## src/rtl/fifo_pkg.sv

```systemverilog
// Shared definitions for the FIFO-side schedulers.
package fifo_pkg;

  typedef enum logic [0:0] {
    IDLE  = 1'b0,
    BURST = 1'b1
  } state_e;

endpackage

```

## src/rtl/rr_picker.sv

```systemverilog
// Round-robin picker: first set request at or above rr_ptr_i, wrapping past num_p-1.
module rr_picker #(
  parameter int num_p = 4
) (
  input  logic [num_p-1:0]         req_i,
  input  logic [$clog2(num_p)-1:0] rr_ptr_i,
  output logic [$clog2(num_p)-1:0] winner_o,
  output logic                     any_o
);

  localparam int idx_w = $clog2(num_p);

  logic [idx_w:0] sum_s;
  logic [idx_w:0] idx_s;

  // Scan candidates in priority order; the first hit wins.
  always_comb begin
    winner_o = '0;
    any_o    = 1'b0;
    sum_s    = '0;
    idx_s    = '0;
    for (int i = 0; i < num_p; i++) begin
      sum_s = {1'b0, rr_ptr_i} + (idx_w+1)'(i);
      idx_s = (sum_s >= (idx_w+1)'(num_p)) ? (sum_s - (idx_w+1)'(num_p)) : sum_s;
      if (!any_o && req_i[idx_s[idx_w-1:0]]) begin
        any_o    = 1'b1;
        winner_o = idx_s[idx_w-1:0];
      end else begin
        any_o    = any_o;
      end
    end
  end

endmodule

```

## src/rtl/fifo_wr_arbiter.sv

```systemverilog
// Round-robin burst arbiter merging num_p requesters onto one FIFO write port.
module fifo_wr_arbiter
  import fifo_pkg::*;
#(
  parameter int width_p = 8,
  parameter int num_p   = 4,
  parameter int burst_p = 4
) (
  input  logic                       clk_i,
  input  logic                       reset_i,
  input  logic [num_p-1:0]           valid_i,
  input  logic [num_p*width_p-1:0]   data_i,
  output logic [num_p-1:0]           ready_o,
  output logic                       valid_o,
  output logic [width_p-1:0]         data_o,
  output logic [$clog2(num_p)-1:0]   id_o,
  input  logic                       ready_i
);

  localparam int idx_w = $clog2(num_p);
  localparam int cnt_w = $clog2(burst_p+1);

  state_e             state_q, state_d;
  logic [idx_w-1:0]   rr_ptr_q, rr_ptr_d;
  logic [idx_w-1:0]   grant_q, grant_d;
  logic [cnt_w-1:0]   beat_cnt_q, beat_cnt_d;

  logic [idx_w-1:0]   winner_s;
  logic               any_s;
  logic [idx_w-1:0]   grant_next_s;
  logic               gnt_valid_s;
  logic               last_beat_s;

  rr_picker #(.num_p(num_p)) u_picker (
    .req_i    (valid_i),
    .rr_ptr_i (rr_ptr_q),
    .winner_o (winner_s),
    .any_o    (any_s)
  );

  assign grant_next_s = (grant_q == idx_w'(num_p-1)) ? '0 : (grant_q + idx_w'(1));
  assign gnt_valid_s  = valid_i[grant_q];
  assign last_beat_s  = (beat_cnt_q == cnt_w'(burst_p-1));

  // Output mux: pass the granted requester straight through during a burst.
  always_comb begin
    ready_o = '0;
    valid_o = 1'b0;
    data_o  = '0;
    id_o    = '0;
    case (state_q)
      BURST: begin
        ready_o[grant_q] = ready_i;
        valid_o          = gnt_valid_s;
        data_o           = data_i[grant_q*width_p +: width_p];
        id_o             = grant_q;
      end
      default: begin
        ready_o = '0;
      end
    endcase
  end

  // Next-state: arbitration in IDLE, beat counting and release in BURST.
  always_comb begin
    state_d    = state_q;
    rr_ptr_d   = rr_ptr_q;
    grant_d    = grant_q;
    beat_cnt_d = beat_cnt_q;
    case (state_q)
      IDLE: begin
        if (any_s) begin
          state_d    = BURST;
          grant_d    = winner_s;
          beat_cnt_d = '0;
        end else begin
          state_d    = IDLE;
        end
      end
      BURST: begin
        if (!gnt_valid_s) begin
          state_d    = IDLE;
          rr_ptr_d   = grant_next_s;
          beat_cnt_d = '0;
        end else if (ready_i) begin
          if (last_beat_s) begin
            state_d    = IDLE;
            rr_ptr_d   = grant_next_s;
            beat_cnt_d = '0;
          end else begin
            beat_cnt_d = beat_cnt_q + cnt_w'(1);
          end
        end else begin
          beat_cnt_d = beat_cnt_q;
        end
      end
      default: begin
        state_d = IDLE;
      end
    endcase
  end

  // FSM state register.
  always_ff @(posedge clk_i) begin
    if (reset_i) begin
      state_q    <= IDLE;
      rr_ptr_q   <= '0;
      grant_q    <= '0;
      beat_cnt_q <= '0;
    end else begin
      state_q    <= state_d;
      rr_ptr_q   <= rr_ptr_d;
      grant_q    <= grant_d;
      beat_cnt_q <= beat_cnt_d;
    end
  end

endmodule

```

## config.mk

```make
export PLATFORM = sky130hd
export DESIGN_NAME = fifo_wr_arbiter
export DESIGN_NICKNAME = d
export VERILOG_FILES = /design/src/rtl/fifo_pkg.sv /design/src/rtl/rr_picker.sv /design/src/rtl/fifo_wr_arbiter.sv
export SDC_FILE = /design/constraint.sdc
export NUM_CORES = 1
export LEC_CHECK = 0
export BUFFER_PORTS_ARGS = -buffer_cell sky130_fd_sc_hd__buf_2
export CORE_ASPECT_RATIO = 1.25
export CORE_MARGIN = 8
export CORE_UTILIZATION = 37
export CTS_BUF_LIST = sky130_fd_sc_hd__clkbuf_8
export DETAILED_ROUTE_END_ITERATION = 12
export HOLD_SLACK_MARGIN = 0.15
export PLACE_DENSITY = 0.75
export SETUP_SLACK_MARGIN = 0.3
export SLEW_MARGIN = 20
export SYNTH_ARGS = -nofsm -noshare
export SYNTH_HDL_FRONTEND = slang
export SYNTH_SLANG_ARGS = --single-unit
```

## constraint.sdc

```tcl
create_clock -name clk_i -period 1.55 [get_ports clk_i]
set_input_delay 0.0775 -clock clk_i [delete_from_list [all_inputs] [get_ports clk_i]]
set_output_delay 0.0775 -clock clk_i [all_outputs]
set_load 0.05 [all_outputs]
```

# Yosys cells after proc, flatten, opt, wreduce, memory -nomap -nowiden
# Cells that the tools add are included.
[word_totals]
reg_bits = 8
wordCells = 84
input_bits = 39
[op_classes]
n_bitwise = 2
order_cmp = 10
reduce_logical = 10
add_sub_neg = 9
mux = 42
eq_ne = 6
n_shift = 1
[op_table]
columns = ["operator", "count"]
rows = [
  ["32-bit by 6-bit indexed part select with 8-bit output", 1],
  ["2-bit 2-to-1 mux", 13],
  ["2-bit by 3-bit less-than comparator with 1-bit output, second input constant", 5],
  ["1-bit 2-to-1 mux", 15],
  ["3-bit 2-to-1 mux", 4],
  ["1-bit binary-select mux with 2-bit select", 5],
  ["3-bit >= comparator, second input constant", 3],
  ["8-bit 2-to-1 mux", 1],
  ["2-bit by 1-bit subtractor with 2-bit output, second input constant", 4],
  ["2-bit by 2-bit adder with 3-bit output, second input constant", 2],
  ["3-bit one-hot mux with 2 select lines", 1],
  ["4-bit bitwise AND", 1],
  ["1-bit logical AND", 4],
  ["4-bit 2-to-1 mux", 1],
  ["2-bit inequality test, second input constant", 2],
  ["2-bit AND reduction", 2],
  ["2-bit by 1-bit adder with 3-bit output, second input constant", 1],
  ["3-bit by 1-bit adder with 3-bit output, second input constant", 1],
  ["3-bit by 2-bit equality test with 1-bit output, second input constant", 1],
  ["2-bit by 3-bit >= comparator with 1-bit output, second input constant", 1],
  ["1-bit logical NOT", 3],
  ["3-bit inequality test, second input constant", 1],
  ["3-bit AND reduction", 1],
  ["2-bit by 1-bit adder with 2-bit output, second input constant", 1],
  ["other kinds (6)", 6],
]

# Logic depth before layout (Yosys ltp)
# Gate-level depths: netlist (run 1).
[logic_depth]
word_depth = 16
depth_mapped = 5

# By module
# A second synthesis (run 1) with hierarchy kept.
[unflattened]
hier_cells = 88
hier_area_um2 = 833.3
[by_module_without_submodules]
columns = ["mod", "cells_each", "instances", "area_each_um2"]
rows = [
  ["fifo_wr_arbiter", 73, 1, 755.7],
  ["rr_picker", 15, 1, 77.6],
]

# Worst setup path after synthesis (run 1)
# No wires, ideal clock.
[synth_path]
path_type = "reg2reg"
from = "register grant_q[0]"
to = "register beat_cnt_q[1]"
setup_time_ns = 0.127
t_arrival_ns = 1.539
path_stages_with_launch = 6
t_required_ns = 1.423
path_slack_ns = -0.116
n_path_buf = 0
cell_sequence = "dfxtp_1 > mux4_2 > nand2_1 > inv_1 > nand4b_1 > a21oi_1"
[synth_between]
elab_chain_cells = 4
word_cells_on_any_way = 6
cone_classes = "1 x eq/ne; 4 x mux; 1 x reduce/logical"
[synth_rtl]
columns = ["item", "line", "source"]
rows = [
  ["start: declaration", "fifo_wr_arbiter.sv:25", "logic [idx_w-1:0] grant_q, grant_d;"],
  ["start signal: assignment", "fifo_wr_arbiter.sv:113", "grant_q <= grant_d;"],
  ["1-bit binary-select mux with 2-bit select (*)", "fifo_wr_arbiter.sv:42", "assign gnt_valid_s = valid_i[grant_q];"],
  ["1-bit 2-to-1 mux (implied by the code) (*)", "fifo_wr_arbiter.sv:42", ""],
  ["3-bit 2-to-1 mux or 3-bit inequality test (tied branches)", "--", ""],
  ["3-bit one-hot mux with 2 select lines or 2-bit AND reduction (tied branches)", "--", ""],
  ["end signal: assignment", "fifo_wr_arbiter.sv:114", "beat_cnt_q <= beat_cnt_d;"],
  ["end: declaration", "fifo_wr_arbiter.sv:26", "logic [cnt_w-1:0] beat_cnt_q, beat_cnt_d;"],
]
# Mark *: on every way between the ends. The rest lies on a longest branch, timed or not. The select of a mux whose other input is x is not followed.
# A chain may end at the register's enable or synchronous reset.

# Worst setup path in the final report (run 1)
[layout_path]
from = "register grant_q[0]"
to = "output port data_o[5]"
[layout_between]
elab_chain_cells = 2
[layout_rtl]
columns = ["item", "line", "source"]
rows = [
  ["32-bit by 6-bit indexed part select with 8-bit output", "fifo_wr_arbiter.sv:55", "data_o = data_i[grant_q*width_p +: width_p];"],
  ["8-bit 2-to-1 mux", "fifo_wr_arbiter.sv:51", "case (state_q)"],
  ["end: declaration", "fifo_wr_arbiter.sv:15", "output logic [width_p-1:0] data_o,"],
]
# No other way between the ends.

==> results of run 1 <==
cell usage after synthesis, drive strengths merged:
cell / instances
nand2: 1
nand4b: 1
nand3: 1
a2111o: 1
and2: 8
o21ai: 3
nor2: 7
nand3b: 1
inv: 7
dfxtp: 8
ha: 5
mux2i: 2
nor2b: 2
nand2b: 5
buf: 2
and3: 4
or4: 1
nor4: 1
a22oi: 1
and3b: 1
a211oi: 1
clkbuf: 3
mux4: 9
o22ai: 2
a21oi: 8
worst min-delay path: stages:
cell and delay (ns):
buf_2 0.14, nor2_1 0.10, a2111o_1 0.10, a21oi_1 0.05
stage by stage:
step                      instance area [um2]  TNS [ns]
after floorplan                         850.8   -0.1490
after global placement                   1164         0
after detailed placement                 1164         0
after CTS                                1563   -0.8950
after global routing                     1625    -1.884
final                                    1625    -1.036
timing repair:
item                                   CTS  global route
buffers inserted                        10             2
cloned                                   1             0
hold buffers                             1             0
endpoints found under the hold margin    7             0
pin swaps                               11             5
setup endpoints to repair               22            23
resized for setup                       77            12
layer usage:
| layer | track usage | vias to the layer above |
|---|---|---|
| met5 | 0 | - |
| met4 | 0.07362 | 0 |
| li1 | - | 451 |
| met3 | 0.07143 | 12 |
| met1 | 0.1775 | 452 |
| met2 | 0.3366 | 79 |
cells by family (layout without fill, tap and decap cells):
kind of cell             count (synthesis)  in the layout  share of synthesized area
multiplexers                            11             11                     0.2747
flip-flops                               8              8                     0.1975
buffers and inverters                   12             82                    0.05709
adder cells (fa/ha/maj)                  5              5                    0.07716
AO/OA/AOI/OAI                           16             16                     0.1373
AND/OR/NAND/NOR                         33             33                     0.2562
flip-flops by register name (all words and copies together) (netlist names):
register and flops:
grant_q 2, beat_cnt_q 3, rr_ptr_q 2, state_q 1
area by class of cell:
type / count / area [um2]
clock buffer: 3 / 41.29
sequential: 8 / 173.9
clock inverter: 1 / 3.754
multi-input combinational: 65 / 726.9
fill: 124 / 514.2
timing repair buffer: 71 / 615.6
inverter: 7 / 37.54
tap: 21 / 26.28
worst paths after layout:
check	startpoint	cells past startpoint	slack [ns]	to
worst max-delay path	grant_q[0]	4	-0.12	data_o[5]
worst min-delay path	valid_i[3]	4	0.29	grant_q[0]
worst max register to register	grant_q[0]	5	-0.07	beat_cnt_q[2]
worst min register to register	beat_cnt_q[1]	2	0.48	beat_cnt_q[1]
power by group through the flow:
stage | logic, mW | clock network, mW | registers, mW
floorplan | 0.266 | 0 | 0.231
CTS | 0.527 | 0.264 | 0.241
detailed placement | 0.381 | 0 | 0.239
global route | 0.599 | 0.277 | 0.245
finish | 0.569 | 0.256 | 0.243
global placement | 0.371 | 0 | 0.238
==> flow_summary.json, run 1 <==
{
  "whs_ns": 0.2912,
  "grt_pass1_vias": 1061,
  "worstSetupPathType": "reg2out",
  "place_ws_ns": 0.01657,
  "yosys.area.top_type": "mux4_2",
  "nets": 200,
  "drt_wl_total_um": 3626,
  "swShare": 0.3567,
  "startpoint_type": "flip-flop",
  "start_util": 0.3789,
  "cts-root-buf": "clkbuf_8",
  "rows": 19,
  "yosys_register_bits": 8,
  "setup_violations": 14,
  "drv_slew": 0,
  "p_comb_frac": 0.533,
  "die_x_um": 57.87,
  "report.final.hold_viol_count": 0,
  "core_area_um2": 2140,
  "crit_path_max_incr_delay_ns": 0.53,
  "utilization": 0.7596,
  "switchingPower_uw": 380.7,
  "p_seq_frac": 0.227,
  "final_cell_mix": "38 x buf_2, 15 x buf_8, 9 x mux4_2",
  "drc": 0,
  "cts_inserted_buffers": 3,
  "cp_max_fo": 6,
  "crit_family": "multiplexers",
  "track_usage": 0.1814,
  "clock_latency_ns": 0.23,
  "clkSinkCount": 8,
  "power_frac_clock": 0.240,
  "ys_seq_area_frac": 0.1975,
  "vdd_drop_max_uv": 679.6,
  "first_pass_iters": 4,
  "route.vias.total": 994,
  "cp_num_buf_inv": 2,
  "grt_pass1_wl_um": 5388,
  "period_needed_ns": 1.675,
  "critPathArrivalTime_ns": 1.60,
  "ant_nets": 0,
  "synth_cells": 85,
  "cp_slowest_cell": "mux4_2",
  "grt_max_degree": 12,
  "slew-limit-headroom": 0.7249,
  "place_inst": 158,
  "violations": "setup timing",
  "netlist_area_um2": 810.8,
  "final_layout_size_suffix_gt1_frac": 0.7484,
  "clock_skew_ns": 0.003365,
  "wl_met3_um": 470,
  "rsz0062_at_grt": "true",
  "maxCapViolations": 0,
  "critical_path.cell_chain": "buf_12 > mux4_2 > and2_4 > buf_8",
  "vias_per_cell": 5.648,
  "htreeDepth": 1,
  "antenna_found_initial": 0,
  "antenna_cells": 0,
  "port_buffers": 53,
  "worst_pin_slew_ns": 0.4095,
  "cts_tree": "yes",
  "required_ns": 1.47,
  "synth_nets": 129,
  "powerDensity_nw_per_um2": 656.6,
  "top_layer_used": "met4",
  "grt-ovfl-total": 0,
  "final_common_cell": "buf_2",
  "power_mw": 1.067,
  "setup_slack_ns": -0.1245,
  "hold_path.class": "in2reg",
  "final.period_utilization": 1.080,
  "synth_warnings": 0,
  "critical_path.endpoint_type": "output port",
  "wl_per_cell_um": 20.60,
  "die-height_um": 68.34,
  "met2_length_um": 1763,
  "first_iter_violations": 30,
  "syn_avg_cell_area_um2": 9.539,
  "final_cells": 176,
  "synthTopCellsByArea": "mux4_2 25%, dfxtp_1 20%, ha_1 7.7%, and2_1 6.2%, a21oi_1 4.3%",
  "p_int_uw": 686.4,
  "p_leak_nw": 0.7202,
  "synth_top_area_share": 0.2500,
  "fmax_mhz": 597.2,
  "clk_pin_slew_ns": 0.04,
  "dp_hpwl_um": 2227,
  "pin_count": 54,
  "status": "complete, but fails checks",
  "synth_cell_types": 28,
  "wl_met1_um": 1257,
  "dieArea_um2": 3955,
  "syn_to_final_growth_pct": 100.5,
  "routabilityCongestion": 0.8321,
  "ctsLongestPathBuffers": 2
}
Power figures use the tool's default switching activity.
==> inputs of run 2 (changes only) <==
--- a/config.mk
+++ b/config.mk
@@ -12,6 +12,7 @@
 export CTS_BUF_LIST = sky130_fd_sc_hd__clkbuf_8
 export DETAILED_ROUTE_END_ITERATION = 12
 export HOLD_SLACK_MARGIN = 0.15
+export MAX_ROUTING_LAYER = met4
 export PLACE_DENSITY = 0.75
 export SETUP_SLACK_MARGIN = 0.3
 export SLEW_MARGIN = 20
==> run 2 against run 1 <==
Against the previous run:
- highest routed layer unchanged
- largest cell class unchanged
- sequential power hardly changed
- critical path type unchanged
- die area did not move
- first-iteration DRC count up 6.7%
- count of clock-buffer cells in the layout unchanged
- critical path depth stayed put
- cell area stayed put
- setup slack worse by 0.0045 ns
- combinational power is essentially flat
- the run still ends with setup timing left
==> flow_summary.json, run 2 (synthesis results as in run 1) <==
{
  "status": "complete, but fails checks",
  "violations": "setup timing",
  "final_common_cell": "buf_2",
  "die-height_um": 68.34,
  "hold_path.class": "in2reg",
  "htreeDepth": 1,
  "fmax_mhz": 595.6,
  "grt-ovfl-total": 0,
  "worst_pin_slew_ns": 0.4129,
  "port_buffers": 53,
  "wl_per_cell_um": 20.52,
  "syn_to_final_growth_pct": 100.5,
  "top_regs": "beat_cnt_q: 3 flops, grant_q: 2 flops, rr_ptr_q: 2 flops",
  "top_register": "beat_cnt_q",
  "largest_register_ffs": 3,
  "cp_max_fo": 3,
  "vias_per_cell": 5.591,
  "grt_pass1_wl_um": 5395,
  "maxCapViolations": 0,
  "grt_use_met2": 0.3366,
  "dieArea_um2": 3955,
  "startpoint_type": "flip-flop",
  "setup_violations": 14,
  "clock_latency_ns": 0.23,
  "dp_hpwl_um": 2227,
  "core_area_um2": 2140,
  "track_usage": 0.1869,
  "pin_count": 54,
  "place_inst": 158,
  "utilization": 0.7596,
  "powerDensity_nw_per_um2": 657.6,
  "fin_tns_setup_ns": -1.083,
  "final_layout_size_suffix_gt1_frac": 0.7484,
  "multi_input_area_um2": 726.9,
  "routabilityCongestion": 0.8448,
  "drc": 0,
  "period_needed_ns": 1.679,
  "clock_skew_ns": 0.004485,
  "start_util": 0.3789,
  "setup_slack_ns": -0.1290,
  "rsz0062_at_grt": "true",
  "first_iter_violations": 32,
  "clkSinkCount": 8,
  "drt_wl_total_um": 3612,
  "route.vias.total": 984,
  "grt_max_degree": 12,
  "cts_tree": "yes",
  "nets": 200,
  "critical_path.endpoint_type": "output port",
  "critPathArrivalTime_ns": 1.60,
  "power_mw": 1.069,
  "antenna_cells": 0,
  "drv_slew": 0,
  "fill_cells": 124,
  "cts-root-buf": "clkbuf_8",
  "slew-limit-headroom": 0.7227,
  "p_leak_nw": 0.7202,
  "ctsLongestPathBuffers": 2,
  "final_cell_mix": "38 x buf_2, 15 x buf_8, 9 x mux4_2",
  "met3_usage": 0.05827,
  "vdd_drop_max_uv": 680.4,
  "cts_inserted_buffers": 3,
  "worstSetupPathType": "reg2out",
  "report.final.hold_viol_count": 0,
  "rows": 19,
  "grt_busiest_layer": "met2",
  "ant_nets": 0,
  "die_x_um": 57.87,
  "antenna_found_initial": 0,
  "regArea_um2": 173.9,
  "final.period_utilization": 1.083,
  "met1_usage": 0.1851,
  "clk_pin_slew_ns": 0.04,
  "first_pass_iters": 4,
  "final_cells": 176,
  "required_ns": 1.47,
  "grt_pass1_vias": 1061
}
[run 2: per-stage QoR]
step	cell area, um2	hold WS, ns	setup WS (ns)
4_1_cts	1563	0.2908	-0.09871
6_report	1625	0.2924	-0.1290
2_1_floorplan	850.8	0.3286	-0.09855
3_5_place_dp	1164	0.3552	0.01657
3_3_place_gp	1164	0.3448	0.05814
5_1_grt	1625	0.3388	-0.1829
[run 2: final cells by class]
| class | count | share of cell area |
|---|---|---|
| clock inverters | 1 | 0.002309 |
| well taps | 21 | 0.01617 |
| repair buffers | 71 | 0.3788 |
| clock buffers | 3 | 0.02540 |
| flip-flops and latches | 8 | 0.1070 |
| inverters | 7 | 0.02309 |
| multi-input cells | 65 | 0.4473 |
[run 2: layer usage]
metal / part of all wire / up-vias / wire length, um
met1: 0.36 / 455 / 1314
met2: 0.49 / 68 / 1767
met3: 0.11 / 10 / 404
met5: 0 / - / 0
li1: - / 451 / -
met4: 0.035 / 0 / 126
[run 2: timing repair]
action	4_1_cts	5_1_grt
endpoints found under the hold margin	7	0
hold buffers	1	0
cloned	1	0
pin swaps	11	5
resized for setup	77	12
endpoints found under the setup margin	22	23
setup buffers	10	2
[run 2: worst paths after layout]
path / from / to / slack (ns) / cells past startpoint
worst max-delay path: grant_q[0] / valid_o / -0.13 / 4
worst min-delay path: valid_i[3] / grant_q[0] / 0.29 / 4
worst max register to register: grant_q[0] / beat_cnt_q[2] / -0.07 / 5
worst min register to register: beat_cnt_q[1] / beat_cnt_q[1] / 0.48 / 2
[run 2: worst max-delay path: stages, from the launching register on]
cell        delay (ns)
dfxtp_4           0.39
mux4_2            0.57
nand2_2           0.13
clkinvlp_4        0.12
buf_8             0.16
[run 2: power breakdown]
group | leakage, nW | switching (mW) | internal, mW
clock network | 0.0269 | 0.0856 | 0.172
logic | 0.625 | 0.274 | 0.295
registers | 0.0681 | 0.0230 | 0.220
